===== config.mk =====
export PLATFORM = sky130hd
export DESIGN_NAME = reg_read_stage
export DESIGN_NICKNAME = d
export VERILOG_FILES = /design/src/rtl/cpu_pkg.sv /design/src/rtl/reg_scoreboard.sv /design/src/rtl/reg_read_stage.sv
export SDC_FILE = /design/constraint.sdc
export NUM_CORES = 1
export LEC_CHECK = 0
export BUFFER_PORTS_ARGS = -buffer_cell sky130_fd_sc_hd__buf_2
export CORE_MARGIN = 8
export CORE_UTILIZATION = 34
export CTS_BUF_LIST = sky130_fd_sc_hd__clkbuf_8
export DETAILED_ROUTE_END_ITERATION = 6
export GPL_ROUTABILITY_DRIVEN = 0
export PLACE_DENSITY = 0.65
export SETUP_SLACK_MARGIN = 0.1
export SYNTH_ARGS = -nofsm -noshare
export SYNTH_HDL_FRONTEND = slang
export SYNTH_SLANG_ARGS = --single-unit

===== constraint.sdc =====
create_clock -name clk -period 6.75 [get_ports clk]
set_input_delay 1.35 -clock clk [delete_from_list [all_inputs] [get_ports clk]]
set_output_delay 1.35 -clock clk [all_outputs]
set_load 0.03 [all_outputs]

===== src/rtl/cpu_pkg.sv =====
// Shared ARM decode constants and instruction field extraction for the pipeline front end.
package cpu_pkg;

  localparam int REG_AW    = 4;
  localparam int XLEN      = 32;
  localparam int NUM_REGS  = 1 << REG_AW;
  localparam int PC_OFFSET = 8;

  localparam logic [1:0] OP_DP  = 2'b00;
  localparam logic [1:0] OP_MEM = 2'b01;
  localparam logic [1:0] OP_BR  = 2'b10;

  // TST/TEQ/CMP/CMN occupy cmd 10xx and only update flags
  localparam logic [3:0] CMP_MASK  = 4'b1100;
  localparam logic [3:0] CMP_MATCH = 4'b1000;

  localparam int OP_LSB  = 26;
  localparam int I_BIT   = 25;
  localparam int CMD_LSB = 21;
  localparam int L_BIT   = 20;
  localparam int RN_LSB  = 16;
  localparam int RD_LSB  = 12;
  localparam int RM_LSB  = 0;

  typedef struct packed {
    logic [1:0]        op;
    logic              i;
    logic [3:0]        cmd;
    logic              l;
    logic [REG_AW-1:0] rn;
    logic [REG_AW-1:0] rd;
    logic [REG_AW-1:0] rm;
  } instr_fields_t;

  function automatic instr_fields_t decode_instr(input logic [XLEN-1:0] instr);
    instr_fields_t f;
    f.op  = instr[OP_LSB +: 2];
    f.i   = instr[I_BIT];
    f.cmd = instr[CMD_LSB +: 4];
    f.l   = instr[L_BIT];
    f.rn  = instr[RN_LSB +: REG_AW];
    f.rd  = instr[RD_LSB +: REG_AW];
    f.rm  = instr[RM_LSB +: REG_AW];
    return f;
  endfunction

  function automatic logic writes_dest(input instr_fields_t f);
    logic w;
    w = 1'b0;
    if (f.op == OP_DP)       w = ((f.cmd & CMP_MASK) != CMP_MATCH);
    else if (f.op == OP_MEM) w = f.l;
    return w;
  endfunction

endpackage


===== src/rtl/reg_scoreboard.sv =====
// Per-register busy bits: set on issue, cleared by writeback or by flushing the held instruction.
module reg_scoreboard
  import cpu_pkg::*;
(
  input  logic                clk,
  input  logic                rst_n,
  input  logic                set_en,
  input  logic [REG_AW-1:0]   set_addr,
  input  logic                clr_en,
  input  logic [REG_AW-1:0]   clr_addr,
  input  logic                clr2_en,
  input  logic [REG_AW-1:0]   clr2_addr,
  input  logic [REG_AW-1:0]   q1_addr,
  input  logic [REG_AW-1:0]   q2_addr,
  input  logic [REG_AW-1:0]   q3_addr,
  output logic                q1_busy,
  output logic                q2_busy,
  output logic                q3_busy,
  output logic [NUM_REGS-1:0] busy_o
);

  logic [NUM_REGS-1:0] busy;
  logic [NUM_REGS-1:0] busy_nxt;

  always_comb begin
    // NOTE: start from the current value so every path assigns busy_nxt and no latch is inferred.
    busy_nxt = busy;
    if (clr_en)  busy_nxt[clr_addr]  = 1'b0;
    if (clr2_en) busy_nxt[clr2_addr] = 1'b0;
    if (set_en)  busy_nxt[set_addr]  = 1'b1;
    busy_nxt[NUM_REGS-1] = 1'b0;
  end

  // NOTE: these are plain flops, not a RAM, so they are reset; a stale busy bit would stall forever.
  always_ff @(posedge clk or negedge rst_n) begin
    if (!rst_n) busy <= '0;
    else        busy <= busy_nxt;
  end

  // A register being written back this cycle is already free for the reader.
  assign q1_busy = busy[q1_addr] && !(clr_en && clr_addr == q1_addr);
  assign q2_busy = busy[q2_addr] && !(clr_en && clr_addr == q2_addr);
  assign q3_busy = busy[q3_addr] && !(clr_en && clr_addr == q3_addr);
  assign busy_o  = busy;

endmodule


===== src/rtl/reg_read_stage.sv =====
// Decode/register-read stage: drives register file reads, stalls on RAW/WAW hazards,
// bypasses same-cycle writeback and registers operands for execute.
module reg_read_stage
  import cpu_pkg::*;
#(
  parameter int N = 4,
  parameter int M = 32
) (
  input  logic         clk,
  input  logic         reset,
  input  logic         valid_i,
  output logic         ready_o,
  input  logic [M-1:0] instr_i,
  input  logic [M-1:0] pc_i,
  output logic [N-1:0] A1,
  output logic [N-1:0] A2,
  output logic [M-1:0] R15,
  input  logic [M-1:0] RD1,
  input  logic [M-1:0] RD2,
  input  logic         wb_we,
  input  logic [N-1:0] wb_addr,
  input  logic [M-1:0] wb_data,
  input  logic         flush_i,
  output logic         valid_o,
  input  logic         ready_i,
  output logic [M-1:0] instr_o,
  output logic [M-1:0] pc_o,
  output logic [M-1:0] rd1_o,
  output logic [M-1:0] rd2_o,
  output logic [N-1:0] dest_o,
  output logic         dest_we_o
);

  instr_fields_t       f;
  logic                writes;
  logic                use_a2;
  logic                a1_busy, a2_busy, dest_busy;
  logic                hazard, advance, issue;
  logic [M-1:0]        rd1_byp, rd2_byp;
  logic [NUM_REGS-1:0] busy;

  assign f      = decode_instr(instr_i);
  assign writes = writes_dest(f);
  // The immediate form of a data-processing op has no Rm operand.
  assign use_a2 = !(f.op == OP_DP && f.i);

  assign A1  = f.rn;
  assign A2  = (f.op == OP_MEM && !f.l) ? f.rd : f.rm;
  assign R15 = pc_i + M'(PC_OFFSET);

  reg_scoreboard u_sb (
    .clk       (clk),
    .rst_n     (reset),
    .set_en    (issue && writes && f.rd != '1),
    .set_addr  (f.rd),
    .clr_en    (wb_we),
    .clr_addr  (wb_addr),
    .clr2_en   (flush_i && valid_o && dest_we_o),
    .clr2_addr (dest_o),
    .q1_addr   (A1),
    .q2_addr   (A2),
    .q3_addr   (f.rd),
    .q1_busy   (a1_busy),
    .q2_busy   (a2_busy),
    .q3_busy   (dest_busy),
    .busy_o    (busy)
  );

  assign hazard  = valid_i && (a1_busy || (use_a2 && a2_busy) || (writes && dest_busy));
  assign advance = !valid_o || ready_i;
  assign ready_o = reset && advance && !hazard && !flush_i;
  assign issue   = valid_i && ready_o;

  // R15 reads come from the register file's pc+8 input and are never bypassed.
  assign rd1_byp = (wb_we && wb_addr == A1 && A1 != '1) ? wb_data : RD1;
  assign rd2_byp = (wb_we && wb_addr == A2 && A2 != '1) ? wb_data : RD2;

  // NOTE: non-blocking assignments so every flop samples pre-edge values regardless of statement order.
  always_ff @(posedge clk or negedge reset) begin
    if (!reset) begin
      valid_o   <= 1'b0;
      instr_o   <= '0;
      pc_o      <= '0;
      rd1_o     <= '0;
      rd2_o     <= '0;
      dest_o    <= '0;
      dest_we_o <= 1'b0;
    end else if (flush_i) begin
      valid_o <= 1'b0;
    end else if (issue) begin
      valid_o   <= 1'b1;
      instr_o   <= instr_i;
      pc_o      <= pc_i;
      rd1_o     <= rd1_byp;
      rd2_o     <= rd2_byp;
      dest_o    <= f.rd;
      dest_we_o <= writes;
    end else if (ready_i) begin
      valid_o <= 1'b0;
    end
  end

endmodule


==> impl_metrics.json <==
{
  "whs_ps": 502.0,
  "rsz0062_at_grt": "false",
  "row_count": 56,
  "cp_common_cell": "buf_2",
  "cts_tree": "done",
  "synth-edff-count": 0,
  "fin_util_pct": 44.49,
  "cts_resized": 0,
  "num_antenna_cells": 0,
  "drive_above_1_share_pct": 64.37,
  "async_flop_share_pct": 100.0,
  "path_class": "input pin to primary output",
  "tightest_slew_ps": 989.5,
  "yosys_warnings": 0,
  "worst_path_largest_cell_delay_ps": 570,
  "syn_area_mm2": 0.008001,
  "drv_slew": 0,
  "slowest_stage": "or3b_1",
  "area_delta_synth_final_pct": 29.35,
  "firstDrtPassIters": 4,
  "cts_made_buffers": 17,
  "antenna_left": 0,
  "grt_antenna_before_repair": 1,
  "drcViolationCount": 0,
  "start_kind": "input pin",
  "setup_tns_ps": 0,
  "r2r-start": "u_sb.busy_o[7]",
  "syn-num-nets": 779,
  "slew_headroom_pct": 34.02,
  "hp-class": "register to register",
  "portBuffers": 344,
  "worstPathArrival_ps": 3940,
  "cts-root-buf": "clkbuf_8",
  "syn_inst": 608,
  "cp.required_ps": 5400,
  "hold_depth": 1,
  "hold_viol": 0,
  "clk_pin_slew_worst_paths_ps": 80,
  "ys_top_cells_by_count": "160 x mux2_2, 145 x dfrtp_1, 34 x mux2_4, 23 x nand2_1",
  "power_leakage_uw": 0.005046,
  "endpoint_kind": "primary output",
  "grt_max_degree": 77,
  "clock_skew_ps": 24.59,
  "max_cap_violations": 0,
  "io-pin-count": 345,
  "synth_top_area_share_pct": 45.35,
  "syn_avg_cell_area_um2": 13.16,
  "start_util_pct": 34.40,
  "cts.htree.levels": 4,
  "cts_hold_buf": 0,
  "synthTopCellsByArea": "dfrtp_1 45%, mux2_2 23%, mux2_4 6.4%",
  "finalWirelength_um": 25230,
  "p_per_area_mw_per_mm2": 316.8,
  "cts_setup_buffers": 0,
  "synth_most_common_cell": "mux2_2",
  "timing.rr.end": "rd1_o[17]",
  "clock-sinks": 145,
  "ff2ff_setup_slack_ps": 4040,
  "setup_violations": 0,
  "drt-initial-drc-count": 248,
  "final.period_utilization_pct": 78.39,
  "worstHoldStart": "pc_o[26]",
  "nets": 1101,
  "synth_ff_type": "dfrtp_1",
  "status": "finished, final reports clean",
  "hold_end": "pc_o[26]",
  "grt_pass1_vias": 6888,
  "grt_pass1_wl_um": 39450,
  "crit_chain": "buf_2 > or3b_1 > mux2_4 > mux4_1 > mux2_2 > o311ai_2 > o21bai_1 > a21oi_1 > buf_2",
  "die_area_mm2": 0.02870,
  "crit_fanout": 10,
  "r2r_cells": 8,
  "cts_buffer_depth": 2,
  "dp_hpwl_um": 19090,
  "groute.usage.overall_pct": 17.41,
  "chipHeight_um": 169.4,
  "crit_family": "multiplexers",
  "grt_overflow": 0,
  "seq_area_frac_synth_pct": 45.35,
  "vias": 6235,
  "wl_per_cell_um": 19.99,
  "fp.coreArea_mm2": 0.02326,
  "crit_buf_inv": 2,
  "ir_drop_mv": 0.1826,
  "clock_latency_ps": 440,
  "fmax_ghz": 0.1890,
  "synth-seq-cells": 145,
  "synth.largest_area_cell": "dfrtp_1",
  "yosysUniqueCellTypes": 51,
  "via_per_inst": 4.941,
  "finalCriticalPeriod_ps": 5292,
  "die_w_um": 169.4
}
==> through the flow <==
stage	power, µW	cell area, µm²	std cells	setup slack [ps]
global placement	2592	9960	1230	1507
global route	3449	10350	1262	1356
floorplan	2146	8001	608	1784
finish	3279	10350	1262	1458
CTS	3321	10350	1262	1472
detailed placement	2609	9960	1230	1480
==> cells by family (layout without fill, tap and decap cells) <==
group,count (synthesis),count (layout),synth area share (%)
adders and majority gates,1,1,0.1563
and+or+nand+nor,100,100,6.568
muxes,213,213,32.78
AOI/OAI and AO/OA,55,55,7.178
xor gates and xnor gates,35,35,3.831
buffers and inverters,59,394,4.144
DFF,145,145,45.35
==> routing by layer <==
layer,GRT usage (%),up-vias,wire length [µm]
met3,6.513,29,2285
li1,-,2864,-
met1,20.15,3058,9858
met5,0,-,13
met4,4.771,2,389
met2,29.81,282,12680
==> layout by cell type, fill, tap and decap left out, types with 16 or more instances in the layout <==
cell type	instances
xnor2_1	18
clkbuf_8	17
nand2_1	23
xor2_1	17
buf_2	343
mux2_2	160
o221ai_1	18
dfrtp_1	145
nand3_1	16
mux2_4	34
==> worst max-delay path by stage <==
stage	start	to	slack, ps	cells past startpoint
3_3_place_gp	instr_i[27]	ready_o	1510	9
4_1_cts	instr_i[27]	ready_o	1470	9
3_5_place_dp	instr_i[27]	ready_o	1480	9
5_1_grt	instr_i[27]	ready_o	1360	9
6_report	instr_i[27]	ready_o	1460	9
2_1_floorplan	instr_i[27]	ready_o	1780	8
==> power breakdown <==
group | switching (µW) | leakage [µW] | internal [µW]
Clock | 365 | 0.000196 | 332
Sequential | 129 | 0.00176 | 1110
Combinational | 864 | 0.00309 | 482
==> area by class of cell <==
cell class	instances	area [µm²]
multi-input cells	404	4089
clock buffers	17	234.0
well taps	319	399.1
flip-flops and latches	145	3628
clock inverters	15	156.4
fillers	2234	12910
repair buffers	350	1798
inverters	12	45.04
==> flip-flops by register name, indices dropped and copies added, names as in the netlist <==
| register | flops |
|---|---|
| instr_o | 32 |
| pc_o | 32 |
| rd1_o | 32 |
| rd2_o | 32 |
| u_sb.busy_o | 15 |
| dest_we_o | 1 |
| valid_o | 1 |
Note: power is estimated with default switching activity, not from simulation.
